**src/rtl/multicycle_adder_nb.sv**
```systemverilog
// Multi-cycle N-bit adder/subtractor: processes W bits per clock behind valid/ready handshakes,
// then reports the sum with carry-out, signed-overflow and zero flags.
module multicycle_adder_nb #(
    parameter int unsigned N = 32,
    parameter int unsigned W = 8
) (
    input  logic         clk_i,
    input  logic         rst_i,
    input  logic         in_valid_i,
    output logic         in_ready_o,
    input  logic [N-1:0] a_i,
    input  logic [N-1:0] b_i,
    input  logic         ci_i,
    input  logic         inv_b_i,
    output logic         out_valid_o,
    input  logic         out_ready_i,
    output logic [N-1:0] s_o,
    output logic         co_o,
    output logic         ovf_o,
    output logic         zero_o
);

    localparam int unsigned C  = N / W;
    localparam int unsigned CW = (C > 1) ? $clog2(C) : 1;

    typedef enum logic [1:0] {
        IDLE = 2'd0,
        BUSY = 2'd1,
        DONE = 2'd2
    } state_t;

    state_t          state_q, state_d;
    logic [N-1:0]    a_q, a_d;
    logic [N-1:0]    b_q, b_d;
    logic            carry_q, carry_d;
    logic [CW-1:0]   cnt_q, cnt_d;
    logic [N-1:0]    s_q, s_d;
    logic            co_q, co_d;
    logic            ovf_q, ovf_d;
    logic            zero_q, zero_d;
    logic            in_ready_q, in_ready_d;
    logic            out_valid_q, out_valid_d;

    logic [W:0]      chunk_sum_c;
    logic            msb_carry_in_c;
    logic [N-1:0]    a_next_c;
    logic [N-1:0]    b_next_c;
    logic [N-1:0]    s_next_c;

    // Operands are consumed from the low end and shifted down; result chunks enter from the top.
    assign chunk_sum_c    = {1'b0, a_q[W-1:0]} + {1'b0, b_q[W-1:0]} + {{W{1'b0}}, carry_q};
    assign msb_carry_in_c = a_q[W-1] ^ b_q[W-1] ^ chunk_sum_c[W-1];

    generate
        if (C == 1) begin : g_single
            assign a_next_c = a_q;
            assign b_next_c = b_q;
            assign s_next_c = chunk_sum_c[W-1:0];
        end else begin : g_multi
            assign a_next_c = {{W{1'b0}}, a_q[N-1:W]};
            assign b_next_c = {{W{1'b0}}, b_q[N-1:W]};
            assign s_next_c = {chunk_sum_c[W-1:0], s_q[N-1:W]};
        end
    endgenerate

    always_comb begin
        state_d     = state_q;
        a_d         = a_q;
        b_d         = b_q;
        carry_d     = carry_q;
        cnt_d       = cnt_q;
        s_d         = s_q;
        co_d        = co_q;
        ovf_d       = ovf_q;
        zero_d      = zero_q;
        in_ready_d  = in_ready_q;
        out_valid_d = out_valid_q;

        unique case (state_q)
            IDLE: begin
                if (in_valid_i) begin
                    a_d        = a_i;
                    b_d        = inv_b_i ? ~b_i : b_i;
                    carry_d    = ci_i ^ inv_b_i;
                    cnt_d      = '0;
                    in_ready_d = 1'b0;
                    state_d    = BUSY;
                end
            end
            BUSY: begin
                a_d     = a_next_c;
                b_d     = b_next_c;
                s_d     = s_next_c;
                carry_d = chunk_sum_c[W];
                cnt_d   = cnt_q + CW'(1);
                if (cnt_q == CW'(C - 1)) begin
                    co_d        = chunk_sum_c[W];
                    ovf_d       = msb_carry_in_c ^ chunk_sum_c[W];
                    zero_d      = (s_next_c == '0);
                    out_valid_d = 1'b1;
                    state_d     = DONE;
                end
            end
            DONE: begin
                if (out_ready_i) begin
                    out_valid_d = 1'b0;
                    in_ready_d  = 1'b1;
                    state_d     = IDLE;
                end
            end
            default: begin
                out_valid_d = 1'b0;
                in_ready_d  = 1'b1;
                state_d     = IDLE;
            end
        endcase
    end

    always_ff @(posedge clk_i) begin
        if (rst_i) begin
            state_q     <= IDLE;
            a_q         <= '0;
            b_q         <= '0;
            carry_q     <= 1'b0;
            cnt_q       <= '0;
            s_q         <= '0;
            co_q        <= 1'b0;
            ovf_q       <= 1'b0;
            zero_q      <= 1'b0;
            in_ready_q  <= 1'b1;
            out_valid_q <= 1'b0;
        end else begin
            state_q     <= state_d;
            a_q         <= a_d;
            b_q         <= b_d;
            carry_q     <= carry_d;
            cnt_q       <= cnt_d;
            s_q         <= s_d;
            co_q        <= co_d;
            ovf_q       <= ovf_d;
            zero_q      <= zero_d;
            in_ready_q  <= in_ready_d;
            out_valid_q <= out_valid_d;
        end
    end

    assign in_ready_o  = in_ready_q;
    assign out_valid_o = out_valid_q;
    assign s_o         = s_q;
    assign co_o        = co_q;
    assign ovf_o       = ovf_q;
    assign zero_o      = zero_q;

endmodule

```
**config.mk**
```make
export PLATFORM = sky130hd
export DESIGN_NAME = multicycle_adder_nb
export DESIGN_NICKNAME = d
export VERILOG_FILES = /design/src/rtl/multicycle_adder_nb.sv
export SDC_FILE = /design/constraint.sdc
export NUM_CORES = 1
export LEC_CHECK = 0
export ABC_CLOCK_PERIOD_IN_PS = 9280
export BUFFER_PORTS_ARGS = -buffer_cell sky130_fd_sc_hd__buf_2
export CORE_ASPECT_RATIO = 1.25
export CORE_MARGIN = 3
export CORE_UTILIZATION = 50
export CTS_BUF_LIST = sky130_fd_sc_hd__clkbuf_8 sky130_fd_sc_hd__clkbuf_16
export CTS_CLUSTER_SIZE = 10
export DETAILED_ROUTE_END_ITERATION = 16
export PLACE_DENSITY = 0.84
export SYNTH_ARGS = -nofsm -noshare
export SYNTH_HDL_FRONTEND = slang
export SYNTH_SLANG_ARGS = --single-unit
```
**constraint.sdc**
```tcl
create_clock -name clk_i -period 9.28 [get_ports clk_i]
set_input_delay 0.464 -clock clk_i [delete_from_list [all_inputs] [get_ports clk_i]]
set_output_delay 0.464 -clock clk_i [all_outputs]
set_load 0.03 [all_outputs]
```
# Word level (Yosys, flattened, before mapping)
# Index checks and enable logic that the tools add are counted.
# Widths: inputs -> output; s select.
op_classes:
  addsub: 3
  n_reduce_logical: 8
  bitwise: 7
  muxes: 19
  eq_ne: 6
op_table:
  columns: ["operator", "n"]
  rows:
  - ["$pmux 32 s2", 2]
  - ["$mux 32", 3]
  - ["$logic_not 32->1", 1]
  - ["$not 32->32", 1]
  - ["$add 8x8->9", 1]
  - ["$add 9x1->9", 1]
  - ["$reduce_and 3->1", 3]
  - ["$mux 2", 4]
  - ["$ne 2x2->1 const B", 3]
  - ["$pmux 1 s3", 2]
  - ["$pmux 2 s3", 1]
  - ["$mux 1", 5]
  - ["$eq 2x2->1 const B", 2]
  - ["$pmux 2 s2", 1]
  - ["$reduce_and 2->1", 2]
  - ["$xor 1x1->1", 4]
  - ["$add 2x1->2 const B", 1]
  - ["$eq 2x1->1 const B", 1]
  - ["$logic_not 2->1", 1]
  - ["$not 1->1", 2]
  - ["$pmux 1 s2", 1]
  - ["$reduce_bool 2->1", 1]
totals:
  ff_bits: 106
  out_inout_bits: 37
  elab_cells: 54
  inputBits: 70

# Depth between registers and ports, before layout
# Gate-level depths: netlist (run 1).
logic_depth:
  depth_word: 4
  mapped_depth: 8
  depth_no_buf: 8

# Worst setup path after synthesis (run 1)
# No wires, ideal clock.
synth_path:
  path_type: "reg-to-reg"
  from: "register a_q[0]"
  to: "register zero_q, in the netlist zero_o"
  arrival_ps: 2915
  path_buffers: 0
  slack_ps: 6294
  path_stages_with_launch: 9
  setup_time_ps: 70
  required_time_ps: 9210
  period_less_slack_ps: 2986
  cell_sequence: "dfxtp_1 -> fa_1 -> fa_1 -> nor4_1 -> nand4_1 -> or4_1 -> or4_1 -> or4b_1 -> a21oi_1"
synth_via:
  elab_chain_cells: 3
synth_rtl:
  columns: ["element", "line", "text"]
  rows:
  - ["start: declaration", "33", "logic [N-1:0] a_q, a_d;"]
  - ["start signal: assignment", "122", "a_q <= '0;"]
  - ["start signal: assignment", "134", "a_q <= a_d;"]
  - ["$add 8x8->9", "51", "assign chunk_sum_c = {1'b0, a_q[W-1:0]} + {1'b0, b_q[W-1:0]} + {{W{1'b0}}, carry_q};"]
  - ["$add 9x1->9", "51", null]
  - ["named net chunk_sum_c[1]", "44", "logic [W:0] chunk_sum_c;"]
  - ["$logic_not 32->1", "99", "zero_d = (s_next_c == '0);"]
  - ["end signal: assignment", "141", "zero_q <= zero_d;"]
  - ["end: declaration", "40", "logic zero_q, zero_d;"]
# The timed path passes the listed nets, and every way through them passes these cells.
# A chain may end at the register's enable or synchronous reset.

# Worst setup path in the final report (run 1)
# Ends and elaborated chain as after synthesis.

==> results of run 1 <==
-- final cells by class --
cell class	instances	area, sq um
multi-input cells	436	2440
fillers	863	3580
inverters	1	3.75
flip-flops and latches	106	2120
repair buffers	110	563
well taps	123	154
clock buffers	10	239
clock inverters	6	72.6
-- report_power, final --
group / switching [mW] / internal (mW)
Sequential: 0.0194 / 0.484
Combinational: 0.103 / 0.0695
Clock: 0.168 / 0.219
Total: 0.291 / 0.772
-- flip-flops by register name, indices dropped and copies added, names as in the netlist --
signal	count
a_q	32
b_q	32
s_o	32
cnt_q	2
state_q	2
carry_q	1
co_o	1
in_ready_o	1
out_valid_o	1
ovf_o	1
zero_o	1
-- path summary, 6_finish.rpt --
check                              from  endpoint  slack [ps]  cells after the start
worst max-delay path             a_q[0]    zero_o        5970                      8
worst min-delay path            a_i[27]   a_q[27]         350                      3
worst max register to register   a_q[0]    zero_o        5970                      8
worst min register to register   s_o[1]    s_o[1]         460                      2
-- Yosys cell counts --
library cell / instances
nor2_1: 132
dfxtp_1: 106
a21oi_1: 65
nand2_1: 65
clkbuf_1: 39
xor2_1: 37
nor3_1: 28
a222oi_1: 25
nor2b_1: 25
a22oi_1: 17
buf_1: 10
ha_1: 8
nor4_1: 5
a211oi_1: 3
nand3_1: 3
o21bai_1: 3
or4_1: 3
xnor2_1: 3
fa_1: 2
nand2b_1: 2
nand4_1: 2
o21ai_0: 2
or2_2: 2
a2111oi_0: 1
a311oi_1: 1
inv_1: 1
o31a_1: 1
or4b_1: 1
-- kinds of logic (layout without fill, tap and decap cells) --
family / Yosys count / count (layout) / synth area share (%)
buffers and inverters: 50 / 127 / 3.96
and+or+nand+nor: 268 / 268 / 24.3
DFF: 106 / 106 / 44.8
adders and majority gates: 10 / 10 / 2.96
AOI/OAI and AO/OA: 118 / 118 / 16.6
xor gates and xnor gates: 40 / 40 / 7.40
-- worst min-delay path, cell delays in order --
cell and delay [ps]:
buf_2 70, a22oi_1 50, nor2_1 70
-- layer usage --
layer | part of all wire (%) | vias up
met2 | 49 | 137
met5 | 0 | -
li1 | - | 2173
met3 | 6.1 | 31
met1 | 41 | 2000
met4 | 3.7 | 0
-- metrics by stage --
| stage | cell area, sq um | total power, mW | hold WS (ps) | utilization (%) | setup slack (ps) |
|---|---|---|---|---|---|
| floorplan | 4740 | 0.636 | 466 | - | 6290 |
| global placement | 5280 | 0.677 | 439 | 57.6 | 6170 |
| detailed placement | 5280 | 0.685 | 446 | 57.6 | 6010 |
| CTS | 5590 | 1.07 | 350 | 61.0 | 5980 |
| global route | 5590 | 1.11 | 363 | 61.0 | 5830 |
| finish | 5590 | 1.06 | 348 | 61.0 | 5970 |
==> flow_summary.toml, run 1 <==
[routing]
routed_wl_um = 11100
first_pass_iters = 8
drt_iter0_markers = 364
num_vias = 4341
wire_per_inst_um = 14.0
ant_nets = 0
drc = 0
vias_per_cell = 5.48

[clocking]
clock_sinks = 106
hold_buffers = 0
post-cts-setup-buffers = 0
cts_tree = "yes"
clk_latency_ps = 350
cts-root-buf = "clkbuf_16"
htree_levels = 3
ctsResizeCount = 0
clk_pin_slew_ps = 70
cts_buffers = 9
clockBufferDepth = 2

[place]
routabilityCongestion = 0.854
dp_hpwl_um = 7600
port_buffers = 106
dp_cells = 776

[global_routing]
grt-busiest-layer = "met2"
grt_usage_pct = 20.9
grt_start_max_net_pins = 107
grt_pass1_wl_um = 18100
grt_use_met2_pct = 34.9
met3_usage_pct = 4.78
grt.overflow.total = 0
grt_pass1_vias = 3947
grtUsageMet1_pct = 25.2
antenna_found_initial = 0

[power_and_ir_drop]
ir_drop_uv = 112
pwr_density_cell_mw_per_mm2 = 190
leakage_nw = 2.44

[layout]
drive_above_1_share_pct = 19.4
n_antenna_cell = 0
mostFrequentLayoutCell = "nor2_1"
final_cell_mix = "131 x nor2_1, 106 x dfxtp_1, 105 x buf_2, 65 x a21oi_1, 65 x nand2_1"
nets = 744
area_delta_synth_final_pct = 18.0
finalNonFillerCells = 792

[die]
dieArea_sq_mm = 0.0107
start_util_pct = 51.6
rows = 39
die_w_um = 93.1
die_h_um = 115
io_pins = 107
coreArea_sq_mm = 0.00917

[timing]
finClkSkew_ps = 8.36
worst_slew_pin_slew_ps = 1210
period_share_pct = 35.6
rsz0062_at_grt = "false"
setup_viol = 0
clock.fmax_mhz = 302
slew_violations = 0
final.setup.tns_ps = 0
finalHoldViolations = 0
slew_headroom_pct = 19.0
finalCriticalPeriod_ps = 3310

[worst_setup_path]
crit_slowest_cell = "or4b_1"
cpLargestDelayFamily = "simple AND/OR/NAND/NOR gates"
critical_path_arrival_ps = 3570
crit_path_end_kind = "flop"
worstPathCellList = "fa_1 > fa_1 > nor4_1 > nand4_1 > or4_1 > or4_1 > or4b_1 > a21oi_1"
start_kind = "flop"
cp.required_ps = 9540
cpPeakStageDelay_ps = 510
crit_fanout = 2
crit_buf_inv = 0
crit_type = "reg2reg"

[synthesis]
syn-num-nets = 672
syn_inst = 592
synth_top_area_share_pct = 44.8
syn_area_sq_mm = 0.00474
synth.yosys.seq_area_share_pct = 44.8
yosys_register_bits = 106
yosysUniqueCellTypes = 28
ys_top_cells_by_area = "dfxtp_1 45%, nor2_1 10%, a21oi_1 6.9%, xor2_1 6.8%, a222oi_1 5.3%"
avgSynthCellArea_sq_um = 8.00
yosysTopAreaCell = "dfxtp_1"
synth_warnings = 0

[min_path]
hold_path.class = "in2reg"

[run_status]
status = "completed"

[run]
maxCapViolations = 0
Note: power is estimated with default switching activity, not from simulation.
==> run 2: changes to the inputs <==
- ABC_CLOCK_PERIOD_IN_PS: 9280 -> 3300
- clock period: 9.28 -> 3.3 ns (I/O delays scaled with it)
==> run 2 against run 1 <==
  * Non-clock buffer count up 2
  * Register-to-register slack worse by 5900 ps
  * First-iteration DRC count up 8.2%
  * Utilization down 0.095 points
  * Clock-buffer cell count down 1
  * Largest cell class unchanged
  * Largest power group unchanged
==> flow_summary.toml, run 2 (synthesis gave the netlist of run 1 again) <==
[die]
dieArea_sq_mm = 0.0107
die_w_um = 93.1
io_pins = 107
start_util_pct = 51.6
die_h_um = 115
rows = 39
coreArea_sq_mm = 0.00917

[timing]
slew_violations = 0
finalHoldViolations = 0
setup_viol = 0
worst_slew_pin_slew_ps = 1060
final.setup.tns_ps = 0
finalCriticalPeriod_ps = 3180
rsz0062_at_grt = "true"
finClkSkew_ps = 8.22
clock.fmax_mhz = 315
period_share_pct = 96.3
slew_headroom_pct = 29.3

[routing]
top_layer_used = "met4"
dr_wl_met3_um = 619
routedLengthMet1_um = 4930
drc = 0
routed_wl_um = 11800
first_pass_iters = 7
ant_nets = 0
dr_wl_met2_um = 5920
drt_iter0_markers = 394
wire_per_inst_um = 14.8
num_vias = 4406
vias_per_cell = 5.55

[power_and_ir_drop]
p_int_mw = 2.07
ir_drop_uv = 374
leakage_nw = 2.43
p_clk_share_pct = 34.2
switching_power_mw = 0.827
pwr-share-seq_pct = 48.8
p_comb_share_pct = 17.0
pwr_density_cell_mw_per_mm2 = 520
swShare_pct = 28.5
total_power_mw = 2.90

[place]
dp_cells = 778
port_buffers = 106
routabilityCongestion = 0.862
dp_hpwl_um = 7900
dpl_cell_area_sq_mm = 0.00530

[clocking]
clockBufferDepth = 2
clk_latency_ps = 340
htree_levels = 3
cts_buffers = 9
hold_buffers = 0
clock_sinks = 106
cts_tree = "yes"
post-cts-setup-buffers = 0
cts-root-buf = "clkbuf_16"
clk_pin_slew_ps = 70

[global_routing]
grt_pass1_wl_um = 18600
grt_pass1_vias = 4039
grt_usage_pct = 21.4
grt_start_max_net_pins = 107
antenna_found_initial = 0
grt.overflow.total = 0

[worst_setup_path]
reg2reg_from = "a_q[0]"
r2r_setup_slack_ps = 120
crit_path_end_kind = "flop"
start_kind = "flop"
r2r-end = "zero_o"
crit_type = "reg2reg"
r2r.worst_path.cells = 8
cp.required_ps = 3560
critical_path_arrival_ps = 3430
crit_fanout = 2

[layout]
final_area_sq_mm = 0.00558
mostFrequentLayoutCell = "nor2_1"
finalNonFillerCells = 794
n_antenna_cell = 0
drive_above_1_share_pct = 20.0
area_delta_synth_final_pct = 17.9
final_cell_mix = "131 x nor2_1, 106 x dfxtp_1, 105 x buf_2, 65 x a21oi_1, 65 x nand2_1"
nets = 746

[run_status]
status = "completed"

[min_path]
whs_path_depth = 3
hold_path.class = "in2reg"
worstHoldStart = "a_i[29]"
whs_endpoint = "a_q[29]"

[run]
maxCapViolations = 0
[run 2: changes by cell type in the layout (fill, tap and decap cells not counted)]
cell / change
buf_4: +2
bufinv_16: -1
clkbuf_8: -1
clkinv_2: +1
clkinvlp_4: +2
fa_1: -1
fa_2: +1
inv_6: -1
nor4_1: -1
nor4_2: +1
[run 2: layout make-up]
cell class              count  area, sq um
clock buffers               9          225
clock inverters             7         53.8
fillers                   855         3590
inverters                   1         3.75
multi-input cells         436         2450
flip-flops and latches    106         2120
well taps                 123          154
repair buffers            112          578
[run 2: worst max path at each step]
stage / cells after the start / to / from
after floorplan: 8 / zero_o / a_q[0]
after CTS: 8 / zero_o / a_q[0]
final: 8 / zero_o / a_q[0]
after global routing: 8 / zero_o / a_q[0]
after global placement: 8 / zero_o / a_q[0]
after detailed placement: 8 / zero_o / a_q[0]
[run 2: layer usage]
layer	global-route usage, %	vias up
li1	-	2176
met1	26.6	2066
met2	36.2	142
met3	3.14	22
met4	10.7	0
met5	0	-
[run 2: critical path, stage by stage (launching register included)]
cell and delay (ps):
dfxtp_1 350, fa_2 420, fa_1 480, nor4_2 150
nand4_1 100, or4_1 480, or4_1 430, or4b_1 520
a21oi_1 160
[run 2: per-stage QoR]
stage          util [%]  setup WS, ps  hold slack [ps]
4_1_cts            60.8          46.1             51.8
6_report           60.9           122             53.8
5_1_grt            60.9         -13.1             75.1
3_5_place_dp       57.7          80.0              406
3_3_place_gp       57.7           183              402
2_1_floorplan         -           314              313
[run 2: what timing repair did]
item / 4_1_cts / 5_1_grt
resized for setup: 0 / 2
endpoints found under the hold margin: 0 / 0
setup endpoints to repair: 0 / 1
[run 2: power by group through the flow]
stage	clock, mW	combinational, mW	sequential (mW)
finish	0.992	0.494	1.41
global route	1.06	0.550	1.42
CTS	1.00	0.491	1.41
detailed placement	0	0.487	1.44
global placement	0	0.469	1.44
floorplan	0	0.335	1.45
==> run 3: changes to the inputs <==
- ABC_CLOCK_PERIOD_IN_PS: 3300 -> 3100
- CORE_UTILIZATION: 50 -> 30
- PLACE_DENSITY: 0.84 -> 0.58
- clock period: 3.3 -> 3.1 ns (I/O delays scaled with it)
==> run 3 against run 2 <==
  * Critical path depth stayed put
  * Worst hold slack worse by 19 ps
  * Cell count is 11% higher
  * Sequential power is 7% higher
  * Routed wire length is 4.6% higher
  * Via count is 3.1% lower
  * Clock-buffer cell count stayed put
  * Sequential share of layout area is 0.93 points lower
  * Critical endpoint unchanged
  * Largest cell class unchanged
  * Largest power group unchanged
==> flow_summary.toml, run 3 (synthesis gave the netlist of run 1 again) <==
[layout]
nets = 748
mostFrequentLayoutCell = "nor2_1"
finalNonFillerCells = 881
final_cell_mix = "131 x nor2_1, 105 x dfxtp_1, 105 x buf_2, 65 x a21oi_1, 65 x nand2_1"
drive_above_1_share_pct = 20.2
n_antenna_cell = 0
area_delta_synth_final_pct = 20.9
fin_util_pct = 37.7

[power_and_ir_drop]
pwr_density_cell_mw_per_mm2 = 555
p_comb_share_pct = 16.6
switching_power_mw = 0.889
pwr-share-seq_pct = 47.5
p_int_mw = 2.29
ir_drop_uv = 253
leakage_nw = 2.46
p_clk_share_pct = 36.0
swShare_pct = 28.0

[clocking]
cts-root-buf = "clkbuf_16"
clk_latency_ps = 350
hold_buffers = 0
clock_sinks = 106
cts_buffers = 9
htree_levels = 3
clk_pin_slew_ps = 70
clockBufferDepth = 2
cts_tree = "yes"

[worst_setup_path]
crit_type = "reg2reg"
cp.required_ps = 3370
start_kind = "flop"
reg2reg_from = "carry_q"
r2r_setup_slack_ps = 40
cp-startpoint = "carry_q"
critical_path_arrival_ps = 3340
crit_path_end_kind = "flop"
crit_fanout = 2

[timing]
setup_viol = 0
slew_violations = 0
clock.fmax_mhz = 327
slew_headroom_pct = 27.4
finClkSkew_ps = 4.54
finalHoldViolations = 0
finalCriticalPeriod_ps = 3060
rsz0062_at_grt = "true"
period_share_pct = 98.8
worst_slew_pin_slew_ps = 1090

[place]
port_buffers = 106
dp_cells = 865
routabilityCongestion = 0.804
dp_hpwl_um = 8520

[die]
die_h_um = 146
rows = 50
coreArea_sq_mm = 0.0152
start_util_pct = 31.2
io_pins = 107
dieArea_sq_mm = 0.0173
die_w_um = 118

[routing]
routed_wl_um = 12300
wire_per_inst_um = 14.0
ant_nets = 0
drc = 0
num_vias = 4270
drt_iter0_markers = 333
first_pass_iters = 6
vias_per_cell = 4.85

[global_routing]
antenna_found_initial = 0
grt.overflow.total = 0
grt_usage_pct = 14.1
grt_pass1_vias = 3971
grt_start_max_net_pins = 107
grt_pass1_wl_um = 20000

[run_status]
status = "completed"

[min_path]
hold_path.class = "in2reg"
worstHoldStart = "a_i[29]"

[run]
maxCapViolations = 0
==> run 3: layer usage <==
| layer | track usage [%] | part of all wire, % |
|---|---|---|
| met5 | 0 | 0 |
| met4 | 5.16 | 1.8 |
| met3 | 3.45 | 5.1 |
| met2 | 23.3 | 48 |
| met1 | 17.9 | 45 |
==> run 3: power groups by stage <==
| stage | sequential (mW) | combinational (mW) | clock [mW] |
|---|---|---|---|
| 2_1_floorplan | 1.55 | 0.357 | 0 |
| 3_3_place_gp | 1.53 | 0.522 | 0 |
| 3_5_place_dp | 1.54 | 0.530 | 0 |
| 4_1_cts | 1.51 | 0.533 | 1.18 |
| 5_1_grt | 1.52 | 0.596 | 1.23 |
| 6_report | 1.51 | 0.526 | 1.14 |
==> run 3: cell type report <==
cell class,instances,area (sq um)
inverters,1,3.75
clock buffers,9,225
repair buffers,114,593
multi-input cells,436,2450
well taps,208,260
fillers,1613,9480
flip-flops and latches,106,2120
clock inverters,7,68.8
==> run 3: through the flow <==
| step | setup slack (ps) | setup TNS, ps | cell area, sq um | hold WS, ps | total power [mW] |
|---|---|---|---|---|---|
| floorplan | 114 | 0 | 4740 | 303 | 1.90 |
| global placement | -65.3 | -65.3 | 5420 | 393 | 2.06 |
| CTS | -115 | -115 | 5720 | 27.3 | 3.22 |
| finish | 37.2 | 0 | 5730 | 34.9 | 3.17 |
| global route | -130 | -130 | 5730 | 49.3 | 3.35 |
| detailed placement | -102 | -102 | 5420 | 397 | 2.07 |
==> run 3: path summary, 6_finish.rpt <==
kind | cells after the start | to
min reg2reg | 2 | s_o[1]
max reg2reg | 8 | zero_o
max | 8 | zero_o
min | 3 | a_q[29]
==> run 3: repair_timing <==
item	4_1_cts	5_1_grt
buffers inserted	0	0
pin swaps	4	2
setup endpoints to repair	1	1
endpoints found under the hold margin	0	0
gates resized for setup	2	1
==> run 3: critical path, stage by stage (launching register included) <==
cell and delay, ps:
dfxtp_2 330, fa_2 400, fa_1 490, nor4_2 170, nand4_1 110, or4_1 430
or4_1 410, or4b_1 500, a21oi_1 140
